File: src/rtl/mem_pkg.sv
// Shared types and helpers for the MEM-stage access unit: FSM state codes,
// access-size encoding and the alignment rule.
package mem_pkg;

  localparam int BEAT_BYTES = 4;

  typedef logic [1:0] state_t;
  localparam state_t ST_IDLE  = 2'd0;
  localparam state_t ST_BEAT0 = 2'd1;
  localparam state_t ST_BEAT1 = 2'd2;
  localparam state_t ST_DONE  = 2'd3;

  typedef enum logic [1:0] {
    SZ_BYTE   = 2'd0,
    SZ_WORD   = 2'd1,
    SZ_DOUBLE = 2'd2
  } size_t;

  // Byte takes priority if both size flags are set by the decoder.
  function automatic size_t decode_size(input logic byte_op, input logic dbl_op);
    if (byte_op)     return SZ_BYTE;
    else if (dbl_op) return SZ_DOUBLE;
    else             return SZ_WORD;
  endfunction

  function automatic logic is_aligned(input size_t sz, input logic [2:0] lo);
    case (sz)
      SZ_BYTE:   return 1'b1;
      SZ_WORD:   return (lo[1:0] == 2'b00);
      SZ_DOUBLE: return (lo == 3'b000);
      default:   return 1'b0;
    endcase
  endfunction

endpackage

File: src/rtl/mem_access_unit_if.sv
// Req/ack data-memory bus between the MEM-stage unit (master) and memory (slave).
interface mem_access_unit_if #(
  parameter int ADDR_W = 32
);
  logic              mem_req;
  logic              mem_we;
  logic [ADDR_W-1:0] mem_addr;
  logic [31:0]       mem_wdata;
  logic [3:0]        mem_be;
  logic              mem_ack;
  logic [31:0]       mem_rdata;

  modport master (
    output mem_req, mem_we, mem_addr, mem_wdata, mem_be,
    input  mem_ack, mem_rdata
  );

  modport slave (
    input  mem_req, mem_we, mem_addr, mem_wdata, mem_be,
    output mem_ack, mem_rdata
  );
endinterface

File: src/rtl/mem_lane_align.sv
// Combinational lane steering: byte enables and write data for a beat,
// plus read-lane extraction with sign extension.
module mem_lane_align
  import mem_pkg::*;
(
  input  size_t       size,
  input  logic [1:0]  byte_off,
  input  logic        upper_beat,
  input  logic [63:0] store_data,
  input  logic [31:0] rdata,
  output logic [3:0]  be,
  output logic [31:0] wdata,
  output logic [63:0] load_data
);

  logic [7:0] rd_lane;

  always_comb begin
    be        = 4'hF;
    wdata     = store_data[31:0];
    rd_lane   = rdata[{byte_off, 3'b000} +: 8];
    load_data = {{32{rdata[31]}}, rdata};
    case (size)
      SZ_BYTE: begin
        be        = 4'b0001 << byte_off;
        wdata     = {4{store_data[7:0]}};
        load_data = {{56{rd_lane[7]}}, rd_lane};
      end
      SZ_DOUBLE: begin
        wdata = upper_beat ? store_data[63:32] : store_data[31:0];
      end
      default: ;
    endcase
  end

endmodule

File: src/rtl/mem_access_unit.sv
// MEM-stage unit: decodes the EXE/MEM register, runs one or two req/ack beats
// on the data bus, stalls upstream while busy and loads MEM/WB on retire.
module mem_access_unit
  import mem_pkg::*;
#(
  parameter int ADDR_W = 32,
  parameter int BUS_W  = 32
) (
  input  logic        clk,
  input  logic        rst_n,
  input  logic [63:0] EXE_MEM_Result,
  input  logic [63:0] EXE_MEM_Treg,
  input  logic [4:0]  EXE_MEM_DstReg,
  input  logic        EXE_MEM_MemRead,
  input  logic        EXE_MEM_MemWrite,
  input  logic        EXE_MEM_MemtoReg,
  input  logic        EXE_MEM_RegWrite,
  input  logic        EXE_MEM_Byte,
  input  logic        EXE_MEM_double,
  mem_access_unit_if.master bus,
  output logic        MEM_Stall,
  output logic        MEM_AlignErr,
  output logic [63:0] MEM_WB_Data,
  output logic [4:0]  MEM_WB_DstReg,
  output logic        MEM_WB_RegWrite,
  output logic        MEM_WB_MemtoReg
);

  state_t            state_q, state_d;
  logic              req_q, req_d;
  logic              we_q, we_d;
  logic [ADDR_W-1:0] addr_q, addr_d;
  logic [BUS_W-1:0]  wdata_q, wdata_d;
  logic [3:0]        be_q, be_d;
  logic [63:0]       buf_q, buf_d;
  logic              align_err_q, align_err_d;
  logic [63:0]       wb_data_q, wb_data_d;
  logic [4:0]        wb_dst_q, wb_dst_d;
  logic              wb_rw_q, wb_rw_d;
  logic              wb_m2r_q, wb_m2r_d;
  logic              stall;

  logic              memop;
  logic              aligned;
  size_t             size;
  logic [ADDR_W-1:0] byte_addr;
  logic [ADDR_W-1:0] word_addr;
  logic [3:0]        lane_be;
  logic [31:0]       lane_wdata;
  logic [63:0]       lane_load;

  assign memop     = EXE_MEM_MemRead | EXE_MEM_MemWrite;
  assign size      = decode_size(EXE_MEM_Byte, EXE_MEM_double);
  assign byte_addr = EXE_MEM_Result[ADDR_W-1:0];
  assign word_addr = {byte_addr[ADDR_W-1:2], 2'b00};
  assign aligned   = is_aligned(size, byte_addr[2:0]);

  // In BEAT0 the lane unit prepares the upper half for a following double beat.
  mem_lane_align u_lane (
    .size       (size),
    .byte_off   (byte_addr[1:0]),
    .upper_beat (state_q == ST_BEAT0),
    .store_data (EXE_MEM_Treg),
    .rdata      (bus.mem_rdata),
    .be         (lane_be),
    .wdata      (lane_wdata),
    .load_data  (lane_load)
  );

  always_comb begin
    state_d     = state_q;
    req_d       = req_q;
    we_d        = we_q;
    addr_d      = addr_q;
    wdata_d     = wdata_q;
    be_d        = be_q;
    buf_d       = buf_q;
    align_err_d = 1'b0;
    wb_data_d   = wb_data_q;
    wb_dst_d    = wb_dst_q;
    wb_rw_d     = wb_rw_q;
    wb_m2r_d    = wb_m2r_q;
    stall       = 1'b0;

    case (state_q)
      ST_IDLE: begin
        if (memop && aligned) begin
          stall   = 1'b1;
          state_d = ST_BEAT0;
          req_d   = 1'b1;
          we_d    = EXE_MEM_MemWrite;
          addr_d  = word_addr;
          wdata_d = lane_wdata;
          be_d    = lane_be;
        end else if (memop) begin
          align_err_d = 1'b1;
          wb_data_d   = '0;
          wb_dst_d    = '0;
          wb_rw_d     = 1'b0;
          wb_m2r_d    = 1'b0;
        end else begin
          wb_data_d = EXE_MEM_Result;
          wb_dst_d  = EXE_MEM_DstReg;
          wb_rw_d   = EXE_MEM_RegWrite;
          wb_m2r_d  = EXE_MEM_MemtoReg;
        end
      end

      ST_BEAT0: begin
        stall = 1'b1;
        if (bus.mem_ack) begin
          if (size == SZ_DOUBLE) begin
            state_d = ST_BEAT1;
            addr_d  = word_addr + ADDR_W'(BEAT_BYTES);
            wdata_d = lane_wdata;
            be_d    = lane_be;
            buf_d   = {buf_q[63:32], bus.mem_rdata};
          end else begin
            state_d = ST_DONE;
            req_d   = 1'b0;
            we_d    = 1'b0;
            buf_d   = lane_load;
          end
        end
      end

      ST_BEAT1: begin
        stall = 1'b1;
        if (bus.mem_ack) begin
          state_d = ST_DONE;
          req_d   = 1'b0;
          we_d    = 1'b0;
          buf_d   = {bus.mem_rdata, buf_q[31:0]};
        end
      end

      ST_DONE: begin
        state_d   = ST_IDLE;
        wb_data_d = (EXE_MEM_MemRead && !EXE_MEM_MemWrite) ? buf_q : EXE_MEM_Result;
        wb_dst_d  = EXE_MEM_DstReg;
        wb_rw_d   = EXE_MEM_RegWrite;
        wb_m2r_d  = EXE_MEM_MemtoReg;
      end

      default: state_d = ST_IDLE;
    endcase
  end

  always_ff @(posedge clk or negedge rst_n) begin
    if (!rst_n) begin
      state_q     <= ST_IDLE;
      req_q       <= 1'b0;
      we_q        <= 1'b0;
      addr_q      <= '0;
      wdata_q     <= '0;
      be_q        <= '0;
      buf_q       <= '0;
      align_err_q <= 1'b0;
      wb_data_q   <= '0;
      wb_dst_q    <= '0;
      wb_rw_q     <= 1'b0;
      wb_m2r_q    <= 1'b0;
    end else begin
      state_q     <= state_d;
      req_q       <= req_d;
      we_q        <= we_d;
      addr_q      <= addr_d;
      wdata_q     <= wdata_d;
      be_q        <= be_d;
      buf_q       <= buf_d;
      align_err_q <= align_err_d;
      wb_data_q   <= wb_data_d;
      wb_dst_q    <= wb_dst_d;
      wb_rw_q     <= wb_rw_d;
      wb_m2r_q    <= wb_m2r_d;
    end
  end

  // Stall is combinational, so it must also be forced low while reset is held.
  assign MEM_Stall       = stall & rst_n;
  assign MEM_AlignErr    = align_err_q;
  assign MEM_WB_Data     = wb_data_q;
  assign MEM_WB_DstReg   = wb_dst_q;
  assign MEM_WB_RegWrite = wb_rw_q;
  assign MEM_WB_MemtoReg = wb_m2r_q;

  assign bus.mem_req   = req_q;
  assign bus.mem_we    = we_q;
  assign bus.mem_addr  = addr_q;
  assign bus.mem_wdata = wdata_q;
  assign bus.mem_be    = be_q;

endmodule

File: src/flat_wrapper.sv
// flat-port wrapper written by rule: the top's interface ports become plain ports
module mem_access_unit_flat import mem_pkg::*;
#(
  parameter int ADDR_W = 32,
  parameter int BUS_W  = 32
)
  (clk, rst_n, EXE_MEM_Result, EXE_MEM_Treg, EXE_MEM_DstReg, EXE_MEM_MemRead, EXE_MEM_MemWrite, EXE_MEM_MemtoReg, EXE_MEM_RegWrite, EXE_MEM_Byte, EXE_MEM_double, MEM_Stall, MEM_AlignErr, MEM_WB_Data, MEM_WB_DstReg, MEM_WB_RegWrite, MEM_WB_MemtoReg, bus_mem_req, bus_mem_we, bus_mem_addr, bus_mem_wdata, bus_mem_be, bus_mem_ack, bus_mem_rdata);
  mem_access_unit_if #(.ADDR_W(ADDR_W)) bus_i ();
  input  logic clk;
  input  logic rst_n;
  input  logic [63:0] EXE_MEM_Result;
  input  logic [63:0] EXE_MEM_Treg;
  input  logic [4:0] EXE_MEM_DstReg;
  input  logic EXE_MEM_MemRead;
  input  logic EXE_MEM_MemWrite;
  input  logic EXE_MEM_MemtoReg;
  input  logic EXE_MEM_RegWrite;
  input  logic EXE_MEM_Byte;
  input  logic EXE_MEM_double;
  output logic MEM_Stall;
  output logic MEM_AlignErr;
  output logic [63:0] MEM_WB_Data;
  output logic [4:0] MEM_WB_DstReg;
  output logic MEM_WB_RegWrite;
  output logic MEM_WB_MemtoReg;
  output wire logic [$bits(bus_i.mem_req)-1:0] bus_mem_req;
  output wire logic [$bits(bus_i.mem_we)-1:0] bus_mem_we;
  output wire logic [$bits(bus_i.mem_addr)-1:0] bus_mem_addr;
  output wire logic [$bits(bus_i.mem_wdata)-1:0] bus_mem_wdata;
  output wire logic [$bits(bus_i.mem_be)-1:0] bus_mem_be;
  input wire logic [$bits(bus_i.mem_ack)-1:0] bus_mem_ack;
  input wire logic [$bits(bus_i.mem_rdata)-1:0] bus_mem_rdata;
  assign bus_mem_req = bus_i.mem_req;
  assign bus_mem_we = bus_i.mem_we;
  assign bus_mem_addr = bus_i.mem_addr;
  assign bus_mem_wdata = bus_i.mem_wdata;
  assign bus_mem_be = bus_i.mem_be;
  assign bus_i.mem_ack = bus_mem_ack;
  assign bus_i.mem_rdata = bus_mem_rdata;
  mem_access_unit #(.ADDR_W(ADDR_W), .BUS_W(BUS_W)) u_core (.clk(clk), .rst_n(rst_n), .EXE_MEM_Result(EXE_MEM_Result), .EXE_MEM_Treg(EXE_MEM_Treg), .EXE_MEM_DstReg(EXE_MEM_DstReg), .EXE_MEM_MemRead(EXE_MEM_MemRead), .EXE_MEM_MemWrite(EXE_MEM_MemWrite), .EXE_MEM_MemtoReg(EXE_MEM_MemtoReg), .EXE_MEM_RegWrite(EXE_MEM_RegWrite), .EXE_MEM_Byte(EXE_MEM_Byte), .EXE_MEM_double(EXE_MEM_double), .bus(bus_i), .MEM_Stall(MEM_Stall), .MEM_AlignErr(MEM_AlignErr), .MEM_WB_Data(MEM_WB_Data), .MEM_WB_DstReg(MEM_WB_DstReg), .MEM_WB_RegWrite(MEM_WB_RegWrite), .MEM_WB_MemtoReg(MEM_WB_MemtoReg));
endmodule
File: config.mk
export PLATFORM = sky130hd
export DESIGN_NAME = mem_access_unit_flat
export DESIGN_NICKNAME = d
export VERILOG_FILES = /design/src/rtl/mem_pkg.sv /design/src/rtl/mem_access_unit_if.sv /design/src/rtl/mem_lane_align.sv /design/src/rtl/mem_access_unit.sv /design/src/flat_wrapper.sv
export SDC_FILE = /design/constraint.sdc
export NUM_CORES = 1
export LEC_CHECK = 0
export BUFFER_PORTS_ARGS = -buffer_cell sky130_fd_sc_hd__buf_2
export CORE_ASPECT_RATIO = 1.1
export CORE_UTILIZATION = 45
export DETAILED_ROUTE_END_ITERATION = 10
export PLACE_DENSITY = 0.83
export SLEW_MARGIN = 5
export SYNTH_ARGS = -nofsm -noshare
export SYNTH_HDL_FRONTEND = slang
export SYNTH_SLANG_ARGS = --single-unit
File: constraint.sdc
create_clock -name clk -period 2.6 [get_ports clk]
set_input_delay 0.52 -clock clk [delete_from_list [all_inputs] [get_ports clk]]
set_output_delay 0.52 -clock clk [all_outputs]
set_load 0.01 [all_outputs]
Word-level counts from Yosys, hierarchy flattened
Index checks and enable logic that the tools add are counted.
W data, S select, Z words.
{ "totals": {"ff_bits": 208} }
{ "classes": {"n_addsub": 1, "n_eq_ne": 11, "n_shift": 2, "mux": 53, "bitwise": 3, "n_reduce_logical": 18} }
{ "ops": {"columns": ["cell", "n"], "rows": [
  ["$mux W64", 7],
  ["$pmux W64 S2", 2],
  ["$mux W32", 7],
  ["$pmux W32 S2", 3],
  ["$add A32 B3 Y32 const B", 1],
  ["$shiftx A32 B6 Y8", 1],
  ["$mux W4", 4],
  ["$mux W1", 14],
  ["$mux W2", 5],
  ["$mux W5", 2],
  ["$pmux W5 S2", 1],
  ["$pmux W1 S3", 3],
  ["$ne A2 B2 Y1 const B", 4],
  ["$pmux W2 S4", 1],
  ["$pmux W4 S2", 1],
  ["$reduce_and A4 Y1", 2],
  ["$eq A2 B2 Y1 const B", 3],
  ["$logic_not A2 Y1", 3],
  ["$pmux W1 S2", 3],
  ["$reduce_and A3 Y1", 2],
  ["$reduce_bool A2 Y1", 3],
  ["$reduce_and A5 Y1", 1],
  ["$eq A2 B1 Y1 const B", 2],
  ["$ne A2 B1 Y1 const B", 2],
  ["other kinds (10)", 11]
]} }

Depth between registers and ports, before layout
{ "logic_depth": {"word_depth": 8, "ltp_mapped": 10, "depth_no_buf": 6} }

Modules after synthesis
Synthesis repeated with hierarchy kept, for this count alone.
{ "hier_totals": {"cells_unflattened": 1104, "hier_area_um2": 11419.7} }
{ "modules_own_cells": {"columns": ["mod", "instances", "cells_per_inst", "area_per_inst_um2", "seq_area_each_um2"], "rows": [
  ["mem_access_unit", 1, 886, 9925.8, 5154.9],
  ["mem_lane_align", 1, 218, 1493.9, 0.0]
]} }

Worst setup path before layout
No wires, ideal clock.
{ "synth_path": {"path_type": "input port to flip-flop", "start": "input EXE_MEM_Result[2]", "end": "register u_core.be_q[0] (netlist: u_core.bus.mem_be[0])", "arrival_time_ps": 2201, "path_slack_ps": 271, "stages": 7, "path_buffers": 3, "path_cell_list": "clkbuf_1 -> a211o_1 -> a221oi_4 -> and2_1 -> buf_4 -> buf_4 -> mux2_1"} }
{ "synth_via": {"elab_chain_cells": 5} }
{ "synth_lines": {"columns": ["item", "line", "text"], "rows": [
  ["from (decl)", "flat_wrapper.sv:11", "input logic [63:0] EXE_MEM_Result;"],
  ["$logic_not A3 Y1", "mem_pkg.sv:30", "SZ_DOUBLE: return (lo == 3'b000);"],
  ["$pmux W1 S3", "mem_pkg.sv:27", "case (sz)"],
  ["$logic_and A1 B1 Y1", "mem_access_unit.sv:87", "if (memop && aligned) begin"],
  ["$ne A2 B1 Y1 (no source line)", null, null],
  ["$reduce_and A4 Y1 (no source line)", null, null],
  ["to (signal assigned)", "mem_access_unit.sv:156", "be_q <= '0;"],
  ["to (signal assigned)", "mem_access_unit.sv:169", "be_q <= be_d;"],
  ["to (decl)", "mem_access_unit.sv:34", "logic [3:0] be_q, be_d;"]
]} }
Every way passes these cells.
A chain may end at the register's enable or synchronous reset.

Worst setup path in the final report
{ "layout_path": {"start": "register u_core.state_q[1]", "end": "register u_core.addr_q[20] (netlist: u_core.bus.mem_addr[20])"} }
{ "layout_via": {"elab_chain_cells": 3, "word_cells_on_any_way": 8, "classes_between": "eq/ne: 4; mux: 1; reduce/logical: 3"} }
{ "layout_lines": {"columns": ["item", "line", "text"], "rows": [
  ["from (decl)", "mem_access_unit.sv:29", "state_t state_q, state_d;"],
  ["from (signal assigned)", "mem_access_unit.sv:164", "state_q <= state_d;"],
  ["$eq A2 B1 Y1 or $logic_not A2 Y1 (tied branches)", "mem_access_unit.sv:85", "case (state_q)"],
  ["$ne A2 B1 Y1 (no source line) (tied with other cells)", null, null],
  ["$reduce_and A4 Y1 (no source line)", null, null],
  ["to (signal assigned)", "mem_access_unit.sv:167", "addr_q <= addr_d;"],
  ["to (decl)", "mem_access_unit.sv:32", "logic [ADDR_W-1:0] addr_q, addr_d;"]
]} }
Several ways; a longest one is shown, not always the timed one.

==> results_dict.tcl <==
set metrics [dict create \
    synth_cell_type_count 51 \
    synthCells 963 \
    insertion_delay_ns 0.53 \
    postCtsSetupRepairBufs 0 \
    avgRoutedWirePerCell_um 20.13 \
    drt_pass1_iterations 6 \
    path_delay_family "simple AND/OR/NAND/NOR gates" \
    num_vias 9151 \
    antenna_found_initial 3 \
    cp_common_cell "or4_1" \
    port_buffers 314 \
    die_y_um 160.7 \
    start_util_pct 46.28 \
    final_area_sq_mm 0.01311 \
    powerDensity_mw_per_mm2 1250 \
    post_dp_cell_area_sq_mm 0.01228 \
    ys_warn_count 0 \
    place.gp.congestion 0.8852 \
    setup_viol 0 \
    drcViolationCount 0 \
    grt_usage_pct 26.47 \
    syn-mean-instance-area_sq_um 10.69 \
    slowest_delay_ns 0.55 \
    synth_area_sq_mm 0.01030 \
    synth_enable_flop_cells 0 \
    cp-startpoint "u_core.state_q[1]" \
    clk_pin_slew_ns 0.06 \
    maxCapViolCount 0 \
    cts_htree_levels 1 \
    clock.fmax_mhz 404.0 \
    clock_skew_ns 0.01030 \
    synth_area_leaders "dfrtp_1, mux2_2, a21oi_1, a22o_1, mux2i_1" \
    reg2reg_setup_slack_ns 0.12 \
    slew_headroom_pct 40.53 \
    yosysTopAreaCell "dfrtp_1" \
    antenna_left 0 \
    hold_class "input port to flop" \
    ys_ff_latch 206 \
    seq_area_sq_mm 0.005155 \
    coreArea_sq_mm 0.02225 \
    power_uw 16380 \
    crit_slowest_cell "or4_1" \
    cts_tree "yes" \
    layout-drive-gt1-share_pct 38.81 \
    peakVddDrop_v 0.0006614 \
    worstRegToRegCells 7 \
    period_share_pct 95.20 \
    clock_sinks 206 \
    path_class "flop to flop" \
    crit_path_end_kind "flop" \
    multi_input_area_sq_mm 0.004627 \
    rows 57 \
    hpwl_mm 22.54 \
    p_leak_uw 0.006349 \
    drt-total-wl_mm 31.60 \
    n_fill_cell 1873 \
    hold_slack_ns 0.2460 \
    pin_count 317 \
    status "complete, no violations" \
    clk_path_buf_depth 3 \
    period_minus_slack_ns 2.475 \
    r2r_end "u_core.bus.mem_addr[20]" \
    cp-start-kind "flop" \
    pre_cts_slack_ns 0.05262 \
    holdPathEnd "u_core.MEM_WB_DstReg[0]" \
    numCtsBuffers 23 \
    arrival_ns 2.91 \
    rsz0062_at_grt "true" \
    grt_pass1_wl_mm 49.30 \
    cts_root_buffer "clkbuf_16" \
    maxSlewViolCount 0 \
    grt_pass1_vias 9069 \
    drt-initial-drc-count 638 \
    yosysTopAreaCellShare_pct 50.06 \
    hp-start "EXE_MEM_DstReg[0]" \
    area_growth_pct 27.27 \
    rr_startpoint "u_core.state_q[1]" \
    fin_ws_ns 0.1249 \
    crit_required_ns 3.03 \
    path_cells "inv_1 > ha_2 > nand4_4 > or4_1 > buf_4 > or4_1 > a31oi_1" \
    hold_depth 3 \
    die_w_um 146.2 \
    fin_nets 1435 \
    cp_num_buf_inv 2 \
    hold_viol_final 0 \
    grt-ovfl-total 0 \
    path_max_fanout 17 \
    ys_seq_area_share_pct 50.06 \
    async_flop_share_pct 100.0 \
    vias_per_cell 5.829 \
    die_area_sq_mm 0.02349 \
    grt_max_degree 105 \
    synth_ff_type "dfrtp_1" \
    tightestPinTransition_ns 0.8899 \
]
[layout make-up]
cell class / instances / share of cell area, %
repair buffers: 351 / 14.78
clock inverters: 12 / 1.403
multi-input cells: 619 / 35.31
well taps: 295 / 2.816
inverters: 55 / 1.575
clock buffers: 30 / 4.745
diodes: 2 / 0.03819
flip-flops and latches: 206 / 39.34
[worst max-delay path by stage]
stage,cells past startpoint,slack [ns],end
after floorplan,7,0.27,u_core.bus.mem_be[0]
after global placement,7,0.12,u_core.bus.mem_addr[30]
after detailed placement,7,0.05,u_core.bus.mem_addr[30]
after CTS,6,0.06,MEM_Stall
after global routing,7,-0.008,u_core.bus.mem_addr[22]
final,7,0.12,u_core.bus.mem_addr[20]
[tightest hold or removal path, delay by kind of cell]
kind	cells	cell delay [ns]
AND/OR/NAND/NOR	1	0.05
multiplexers	1	0.06
buffers and inverters	1	0.09
[cell usage in the layout (no fill, tap or decap), types with 4 or more instances in the layout]
| cell type | n |
|---|---|
| buf_2 | 313 |
| dfrtp_1 | 206 |
| a21oi_1 | 165 |
| mux2_2 | 90 |
| a22o_1 | 72 |
| inv_1 | 53 |
| nor2_1 | 45 |
| mux2i_1 | 41 |
| a311oi_1 | 32 |
| buf_4 | 30 |
| clkbuf_16 | 23 |
| nand2_1 | 22 |
| a31oi_1 | 20 |
| or4_1 | 15 |
| mux2_1 | 13 |
| o31ai_1 | 12 |
| nand3_1 | 10 |
| xnor2_1 | 10 |
| o21ai_0 | 7 |
| a22oi_1 | 7 |
| nor3_1 | 6 |
| buf_12 | 6 |
| or3_1 | 5 |
| clkbuf_1 | 5 |
| clkinv_2 | 5 |
| nand4_1 | 4 |
| nand2b_1 | 4 |
| bufinv_16 | 4 |
[logic make-up (layout without fill, tap and decap cells)]
group / count (synthesis) / count (layout) / share of synthesized area, %
AOI/OAI and AO/OA: 330 / 330 / 21.01
DFF: 206 / 206 / 50.06
muxes: 145 / 145 / 15.47
buffers and inverters: 139 / 448 / 5.589
and+or+nand+nor: 126 / 126 / 6.294
xor gates and xnor gates: 11 / 11 / 0.9356
adders and majority gates: 5 / 5 / 0.6075
other: 1 / 4 / 0.03642
[state kept, by name, summed over array words and instances (netlist names)]
name / cells
u_core.MEM_WB_Data: 64
u_core.buf_q: 64
u_core.bus.mem_wdata: 32
u_core.bus.mem_addr: 30
u_core.MEM_WB_DstReg: 5
u_core.bus.mem_be: 4
u_core.state_q: 2
u_core.MEM_AlignErr: 1
u_core.MEM_WB_MemtoReg: 1
u_core.MEM_WB_RegWrite: 1
u_core.bus.mem_req: 1
u_core.bus.mem_we: 1
[cells in the mapped netlist (all sizes together) (10+ instances only)]
master,instances
a311oi,32
nor2,46
mux2,103
o31ai,12
a21oi,165
buf,24
dfrtp,206
o21ai,11
or4,15
nand3,10
nand2,22
a31oi,20
xnor2,10
clkbuf,60
mux2i,41
a22o,72
inv,55
[routing by layer]
metal | global-route usage [%] | wire (um)
met1 | 34.32 | 12640
met2 | 44.35 | 15420
met3 | 5.341 | 2693
met4 | 8.665 | 843
met5 | 0 | 0
[report_power, final]
| part | leakage [uW] | internal, uW | switching [uW] |
|---|---|---|---|
| registers | 0.00246 | 4700 | 872 |
| clock network | 0.000396 | 2110 | 1360 |
| logic | 0.00350 | 3250 | 4090 |
| total | 0.00635 | 10100 | 6320 |
[through the flow]
step / TNS [ns] / instances / util (%)
global route: -0.008086 / 1570 / 58.90
CTS: 0 / 1568 / 58.85
detailed placement: 0 / 1525 / 55.18
floorplan: 0 / 964 / -
global placement: 0 / 1525 / 55.18
finish: 0 / 1570 / 58.90
[timing repair]
item | CTS | global route
setup endpoints to repair | 0 | 36
hold endpoints to repair | 9 | 0
hold buffers | 1 | 0
resized for setup | 0 | 3
No activity file was read; power rests on OpenSTA's default activity.
